==> src/rtl/fetch_unit.sv <==
// Instruction fetch stage: owns the PC, keeps at most one word read in flight to
// instruction memory and buffers returned words with their PCs for the decode stage.
module fetch_unit #(
   parameter int                   BIT_WIDTH  = 32,
   parameter logic [BIT_WIDTH-1:0] RESET_PC   = '0,
   parameter int                   FIFO_DEPTH = 2
) (
   input  logic                 clk,
   input  logic                 reset,
   output logic                 imem_req_valid,
   input  logic                 imem_req_ready,
   output logic [BIT_WIDTH-1:0] imem_req_addr,
   input  logic                 imem_resp_valid,
   input  logic [BIT_WIDTH-1:0] imem_resp_data,
   input  logic                 branch_valid,
   input  logic [BIT_WIDTH-1:0] branch_target,
   output logic                 inst_valid,
   input  logic                 inst_ready,
   output logic [BIT_WIDTH-1:0] inst_data,
   output logic [BIT_WIDTH-1:0] inst_pc
);

   localparam int                   PTR_W      = $clog2(FIFO_DEPTH);
   localparam int                   CNT_W      = PTR_W + 1;
   localparam logic [CNT_W-1:0]     DEPTH_C    = CNT_W'(FIFO_DEPTH);
   localparam logic [BIT_WIDTH-1:0] PC_STEP    = BIT_WIDTH'(4);
   localparam logic [BIT_WIDTH-1:0] ALIGN_MASK = ~BIT_WIDTH'(3);

   typedef enum logic [1:0] {
      S_REQ,
      S_WAIT,
      S_SQUASH
   } state_t;

   state_t               state;
   logic [BIT_WIDTH-1:0] pc;
   logic [BIT_WIDTH-1:0] pc_inflight;

   logic [BIT_WIDTH-1:0] fifo_pc   [FIFO_DEPTH];
   logic [BIT_WIDTH-1:0] fifo_data [FIFO_DEPTH];
   logic [PTR_W-1:0]     rd_ptr;
   logic [PTR_W-1:0]     wr_ptr;
   logic [CNT_W-1:0]     count;

   logic fifo_has_room;
   logic req_fire;
   logic push;
   logic pop;

   // Outputs depend on branch_valid in the same cycle, so they are decoded from the
   // registered state rather than registered themselves; reset forces them all to 0.
   assign fifo_has_room  = (count < DEPTH_C);
   assign imem_req_valid = !reset && (state == S_REQ) && fifo_has_room && !branch_valid;
   assign imem_req_addr  = reset ? '0 : pc;
   assign req_fire       = imem_req_valid && imem_req_ready;

   assign inst_valid = !reset && (count != '0);
   assign inst_data  = inst_valid ? fifo_data[rd_ptr] : '0;
   assign inst_pc    = inst_valid ? fifo_pc[rd_ptr]   : '0;

   // A redirect discards both the incoming word and the decode-side pop.
   assign push = (state == S_WAIT) && imem_resp_valid && !branch_valid;
   assign pop  = inst_valid && inst_ready && !branch_valid;

   // NOTE: sequential state uses non-blocking assignments so every register samples
   // the pre-edge values regardless of statement order.
   always_ff @(posedge clk or posedge reset) begin
      if (reset) begin
         state       <= S_REQ;
         pc          <= RESET_PC;
         pc_inflight <= '0;
      end else begin
         if (branch_valid) begin
            pc <= branch_target & ALIGN_MASK;
         end else if (req_fire) begin
            pc <= pc + PC_STEP;
         end
         if (req_fire) begin
            pc_inflight <= pc;
         end
         case (state)
            S_REQ: begin
               if (req_fire) state <= S_WAIT;
            end
            S_WAIT: begin
               if (imem_resp_valid)   state <= S_REQ;
               else if (branch_valid) state <= S_SQUASH;
            end
            S_SQUASH: begin
               if (imem_resp_valid) state <= S_REQ;
            end
            default: state <= S_REQ;
         endcase
      end
   end

   always_ff @(posedge clk or posedge reset) begin
      if (reset) begin
         rd_ptr <= '0;
         wr_ptr <= '0;
         count  <= '0;
      end else if (branch_valid) begin
         rd_ptr <= '0;
         wr_ptr <= '0;
         count  <= '0;
      end else begin
         if (push) wr_ptr <= wr_ptr + 1'b1;
         if (pop)  rd_ptr <= rd_ptr + 1'b1;
         if (push && !pop) begin
            count <= count + 1'b1;
         end else if (pop && !push) begin
            count <= count - 1'b1;
         end
      end
   end

   // NOTE: buffer storage has no reset; count alone says which entries are live,
   // and the output mux hides stale contents.
   always_ff @(posedge clk) begin
      if (push) begin
         fifo_pc[wr_ptr]   <= pc_inflight;
         fifo_data[wr_ptr] <= imem_resp_data;
      end
   end

   a_push_has_room: assert property (@(posedge clk) disable iff (reset) push |-> fifo_has_room);
   a_addr_aligned:  assert property (@(posedge clk) disable iff (reset) imem_req_addr[1:0] == 2'b00);

endmodule
==> config.mk <==
export PLATFORM = sky130hd
export DESIGN_NAME = fetch_unit
export DESIGN_NICKNAME = d
export VERILOG_FILES = /design/src/rtl/fetch_unit.sv
export SDC_FILE = /design/constraint.sdc
export NUM_CORES = 1
export LEC_CHECK = 0
export BUFFER_PORTS_ARGS = -buffer_cell sky130_fd_sc_hd__buf_2
export CAP_MARGIN = 10
export CORE_ASPECT_RATIO = 1.25
export CORE_MARGIN = 2
export CORE_UTILIZATION = 35
export CTS_CLUSTER_SIZE = 20
export DETAILED_ROUTE_END_ITERATION = 6
export GPL_TIMING_DRIVEN = 1
export PLACE_DENSITY_LB_ADDON = 0.08
export SKIP_CTS_REPAIR_TIMING = 1
export SKIP_LAST_GASP = 1
export SYNTH_ARGS = -nofsm -noshare
export SYNTH_HDL_FRONTEND = slang
export SYNTH_SLANG_ARGS = --single-unit
export TNS_END_PERCENT = 1
==> constraint.sdc <==
create_clock -name clk -period 9 [get_ports clk]
set_clock_uncertainty 0.2 [all_clocks]
set_input_delay 1.8 -clock clk [delete_from_list [all_inputs] [get_ports clk]]
set_output_delay 1.8 -clock clk [all_outputs]
set_load 0.05 [all_outputs]
Yosys cells after proc, flatten, opt, wreduce, memory -nomap -nowiden

Memories as Yosys holds them, arrays and structs flattened.
Index checks and enable logic that the tools add are counted.

Bits in registers: 70
RAM bits: 128
Input bits: 70
Output and inout port bits: 98
Word-level logic and storage cells: 60
Memories: 2

Add/sub/neg operators: 5
Magnitude comparators: 1
Eq/ne operators: 5
Multiplexer cells: 19
Reductions and logical operators: 22

Memories:

| memory    | words | bits a word | rd ports | clocked after Yosys merged registers in | write ports | RTL line | source |
|---|---|---|---|---|---|---|---|
| fifo_data | 2     | 32          | 1        | 0                                       | 1           | 40       | `logic [BIT_WIDTH-1:0] fifo_data [FIFO_DEPTH];` |
| fifo_pc   | 2     | 32          | 1        | 0                                       | 1           | 39       | `logic [BIT_WIDTH-1:0] fifo_pc [FIFO_DEPTH];` |

Operators with widths:

| cell                                              | count |
|---|---|
| two-way mux 32 bit                                | 5 |
| adder 32 x 3 -> 32 bit (second input constant)    | 1 |
| two-way mux 2 bit                                 | 7 |
| logical AND 1 bit                                 | 11 |
| nonzero test 2 bit                                | 4 |
| two-way mux 1 bit                                 | 6 |
| one-hot mux 2 bit (3 select lines)                | 1 |
| zero test 1 bit                                   | 4 |
| != test 2 bit (second input constant)             | 2 |
| != test 3 bit (second input constant)             | 1 |
| AND reduction 3 bit                               | 1 |
| nonzero test 3 bit                                | 1 |
| adder 1 bit (second input constant)               | 2 |
| adder 2 x 1 -> 2 bit (second input constant)      | 1 |
| == test 2 x 1 -> 1 bit (second input constant)    | 1 |
| == test 2 bit (second input constant)             | 1 |
| zero test 2 bit                                   | 1 |
| < comparator 2 bit (second input constant)        | 1 |
| subtractor 2 x 1 -> 2 bit (second input constant) | 1 |

Longest topological paths before layout

Depth in word-level cells: 8
Gate-level depth with buffers: 7
Depth with buffers taken out: 6

Least setup slack after synthesis

Ideal clock, no wire load.

Path type: input port to flip-flop
Start: input port branch_valid
End: memory fifo_data[1][0] (enable)
Arrival: 6909 ps
Required time: 8229 ps
Setup slack: 1319 ps
Stages on the path: 4
Path buffers: 3
Cells stage by stage: buf_6 -> clkbuf_1 -> clkbuf_1 -> nor3b_1

Word-level cells in the longest chain between the ends: 4

RTL lines:

| what                                    | RTL line | source |
|---|---|---|
| start: declaration                      | 15       | `input logic branch_valid,` |
| zero test 1 bit                         | 62       | `assign push = (state == S_WAIT) && imem_resp_valid && !branch_valid;` |
| logical AND 1 bit                       | 62       |  |
| two-way mux 1 bit                       | 120      | `if (push) begin` |
| two-way mux 1 bit (not written as such) | 122      | `fifo_data[wr_ptr] <= imem_resp_data;` |
| end: declaration                        | 40       |  |

Every way passes these cells.

Worst setup path after layout

Start: input port reset
End: output port inst_valid

Word-level cells in the longest chain between the ends: 2

RTL lines:

| what                             | RTL line | source |
|---|---|---|
| start: declaration               | 9        | `input logic reset,` |
| zero test 1 bit (no source line) | n/a      |  |
| logical AND 1 bit                | 57       | `assign inst_valid = !reset && (count != '0);` |
| end: declaration                 | 17       | `output logic inst_valid,` |

Every way passes these cells.

==> results by stage <==
Drt:
- In the final routed layout, each cell accounts on average for approximately 17 um.
- The DRC marker count from the first detailed-route iteration is 230.
- The final wirelength is roughly 19000 um.
- Signal routing reaches up to met4.
- The count of TritonRoute iterations in the first routing pass is 5.
- After detailed routing, the number of vias per cell comes to 4.99.
- The routed length on met3 is 1090 um.
- The via count of the routed design is 5646.
- The post-route antenna net violation count is 0.
- Summed over all nets, wire length on met2 after detailed routing comes to 9170 um.
- The detailed router put a total of 8560 um of wire on met1.
- The post-route DRC violation count is 0.

GRT:
- The number of antenna violations at the first check in global routing is 1.
- The number of global-route vias before repair was approximately 5700.
- Summed over all layers, the global routing overflow is 0.
- The wire length of the first global-routing pass is 30400 um.
- The total global-route track usage is ~16%.
- Entering global routing, the biggest net connects 67 pins.

Synth:
- Of all flip-flops after synthesis, the portion carrying an async set or reset was 34.7%.
- After synthesis, the mean cell area works out to between 10 and 15 sq um.
- The number of instances in the synthesized netlist is 682.
- The leading cell type by number of instances after synthesis is nand2_1.
- Sorting the synthesized cells by area gives the leading types as edfxtp_1 (45%), dfrtp_1 (20%), mux2i_1 (7.9%), nand2_1 (5.9%), nor2_1 (3.6%).
- The share of synthesized area in the top cell type comes to 45.5%.
- Counting instances in the post-synthesis netlist gives the leading cell types as nand2_1 (129), edfxtp_1 (124), nor2_1 (78).
- The post-synthesis sequential area ratio is approximately two thirds.
- The synthesized design spends more area on one cell type than any other, namely edfxtp_1.
- The count of flip-flops with a built-in enable after synthesis is 124.
- The most used flip-flop cell after synthesis is edfxtp_1.
- The mapped netlist covers between 0.008 and 0.009 sq mm.
- The number of distinct standard cells referenced by the synthesized netlist is 49.
- Counting flops and latches in the post-synthesis netlist gives 190.
- The count of yosys warnings during synthesis is 0.

Timing:
- The time the worst path needs with I/O delays and setup is 5.61 ns.
- Setup violations remaining at the end of the flow were counted as 0.
- The share of the clock period used by the worst path after layout is 62.3%.
- Setup repair after global routing left no endpoint under its margin.
- The max-slew violation count came to 0.
- Measured against its own limit, the worst slew margin works out to 23.8%.
- The actual slew at the worst max-slew pin is 1.14 ns.
- The maximum clock frequency is between 0.15 and 0.2 GHz.
- Adding up every negative setup slack in the final design gives 0 ns.
- The final number of hold-violating endpoints is 0.

Floorplan:
- The overall die area is 0.0246 sq mm.
- Once the floorplan was initialized, standard cells occupied between 30% and 40% of the core.
- The die is around 180 um tall.
- The floorplan step set the die width to 141 um.
- The core region is 0.0230 sq mm.
- The count of boundary I/O pins is approximately 170.
- Row generation in the floorplan step produced 62 rows.

Critical path:
- The worst path required time is 7.00 ns.
- Across all register-to-register paths, the minimum setup slack is 6.23 ns.
- The endpoint kind of the worst setup timing path is a primary output.
- The end of the worst register-to-register path is pc[7].
- The largest fanout on the critical path is 63.
- The cell that appears most often on the critical path is buf_2.
- The critical path buffer and inverter count is 5.
- The worst reg-to-reg path cell count is 6.
- The category of cells accounting for the largest share of critical-path delay is buffers and inverters.
- For the worst setup path, the data arrival time is 3.61 ns.
- The category of the most critical setup path is input pin to primary output.
- Traced cell by cell, the critical path runs through buf_2, inv_2, o21ai_4, buf_4, inv_1, buf_2.
- The cell type of the slowest stage on the worst timing path is buf_4.
- In this design, the stage delay of the slowest critical-path cell is 0.57 ns.
- The reg-to-reg critical path startpoint is count[1].
- The type of origin of the critical path is an input pin.

Clocking:
- The CTS sink count is 190.
- TritonCTS built the clock tree.
- The root buffer cell chosen for the clock tree is clkbuf_16.
- The maximum buffer depth of the clock tree is 2.
- After clock tree synthesis, the clock-pin slew on the worst setup and hold paths is 0.07 ns.
- The number of levels the H-tree was split into is 4.
- The worst-skew pair later-pin latency is 0.42 ns.
- The total clock buffers created by CTS is 17.

Min path:
- The path with the worst hold slack has its endpoint at fifo_pc[1][2].
- The type of the most critical hold path is register to register.
- The hold path depth is 0.
- The worst hold path startpoint is pc_inflight[2].

Run:
- The number of max-cap violations is 0.

Placement:
- Once detailed placement completed, the half-perimeter wirelength came to 12500 um.
- The quantity of I/O buffers inserted on ports is 161.
- The routability congestion estimate is approximately 0.79.

Finish:
- Cells with a size suffix above 1 make up 24.8% of the layout.
- Relative to the synthesized area, the layout overhead comes to 19.8%.
- Once layout is complete, the utilization of the core stands at 42.7%.
- The net count of the finished layout is around 900.
- The number of fillers in the final layout is 2226.

Power and ir drop:
- For this design the static power due to leakage is 3.94 nW.
- Power spread over the standard cell area amounts to about 200 mW/mm^2.
- The worst-case IR drop observed on VDD is 130 uV.

Run status:
- The run finished with clean final reports.
-- per-stage QoR --
step	total power, mW	setup slack [ns]	cell area, sq um	cells	hold slack (ns)
floorplan	1.21	1.32	8200	685	0.236
global placement	1.27	3.38	9260	1099	0.252
detailed placement	1.28	3.31	9260	1099	0.256
CTS	2.00	3.30	9810	1131	0.276
global route	2.06	3.20	9810	1131	0.292
finish	1.97	3.39	9810	1132	0.275
-- area by class of cell --
class                           instances  area, sq um  share of cell area, %
Antenna cell                            1         2.50                 0.0255
Clock buffer                           18          429                   4.37
Clock inverter                         14          125                   1.27
Inverter                                5         18.8                  0.191
Multi-Input combinational cell        448         2640                   26.9
Sequential cell                       190         5380                   54.8
Tap cell                              288          360                   3.67
Timing Repair Buffer                  168          858                   8.75
-- where the power goes --
group	switching, mW	internal, mW
Clock	0.344	0.366
Sequential	0.0558	0.997
Combinational	0.142	0.0663
Total	0.543	1.43
-- cell usage in the layout, fill, tap and decap left out, types with 9 or more instances in the layout --
cell / instances
dfrtp_1: 65
clkbuf_16: 17
nor2_1: 78
o311ai_0: 9
edfxtp_1: 124
nand2_1: 128
nor2b_1: 38
o21ai_0: 26
nand3_1: 13
nand4_1: 9
mux2i_1: 65
buf_2: 161
-- routing by layer --
metal,vias up,GRT usage (%)
li1,2726,-
met1,2711,20.4
met2,183,26.5
met3,26,3.01
met4,0,5.67
met5,-,0
-- kinds of logic (layout without fill, tap and decap cells) --
logic type / after synthesis / after routing / synth area share [%]
adders and majority gates: 1 / 1 / 0.153
other: 1 / 5 / 0.0458
and+or+nand+nor: 306 / 306 / 17.5
AOI/OAI and AO/OA: 65 / 65 / 5.41
DFF: 190 / 190 / 65.6
xor gates and xnor gates: 7 / 7 / 0.749
buffers and inverters: 47 / 205 / 2.55
muxes: 65 / 65 / 7.94
-- state kept, by name, indices dropped and copies added, names as in the netlist --
register / count
count: 2
state: 2
fifo_data: 64
pc_inflight: 30
pc: 30
fifo_pc: 60
wr_ptr: 1
rd_ptr: 1
-- worst max-delay path by stage --
stage                      start         endpoint  depth (start not counted)
detailed placement         reset       inst_valid                          6
global placement           reset       inst_valid                          6
floorplan           branch_valid  fifo_data[1][0]                          4
finish                     reset       inst_valid                          6
global route               reset       inst_valid                          6
CTS                        reset       inst_valid                          6
-- worst register-to-register path, cell delays in order (launching register included) --
cell,delay (ns)
dfrtp_1,0.49
nor4b_4,0.46
nand2_2,0.31
buf_4,0.39
nand2b_1,0.33
o21ai_0,0.17
a221o_1,0.31
No activity file was read; power rests on OpenSTA's default activity.
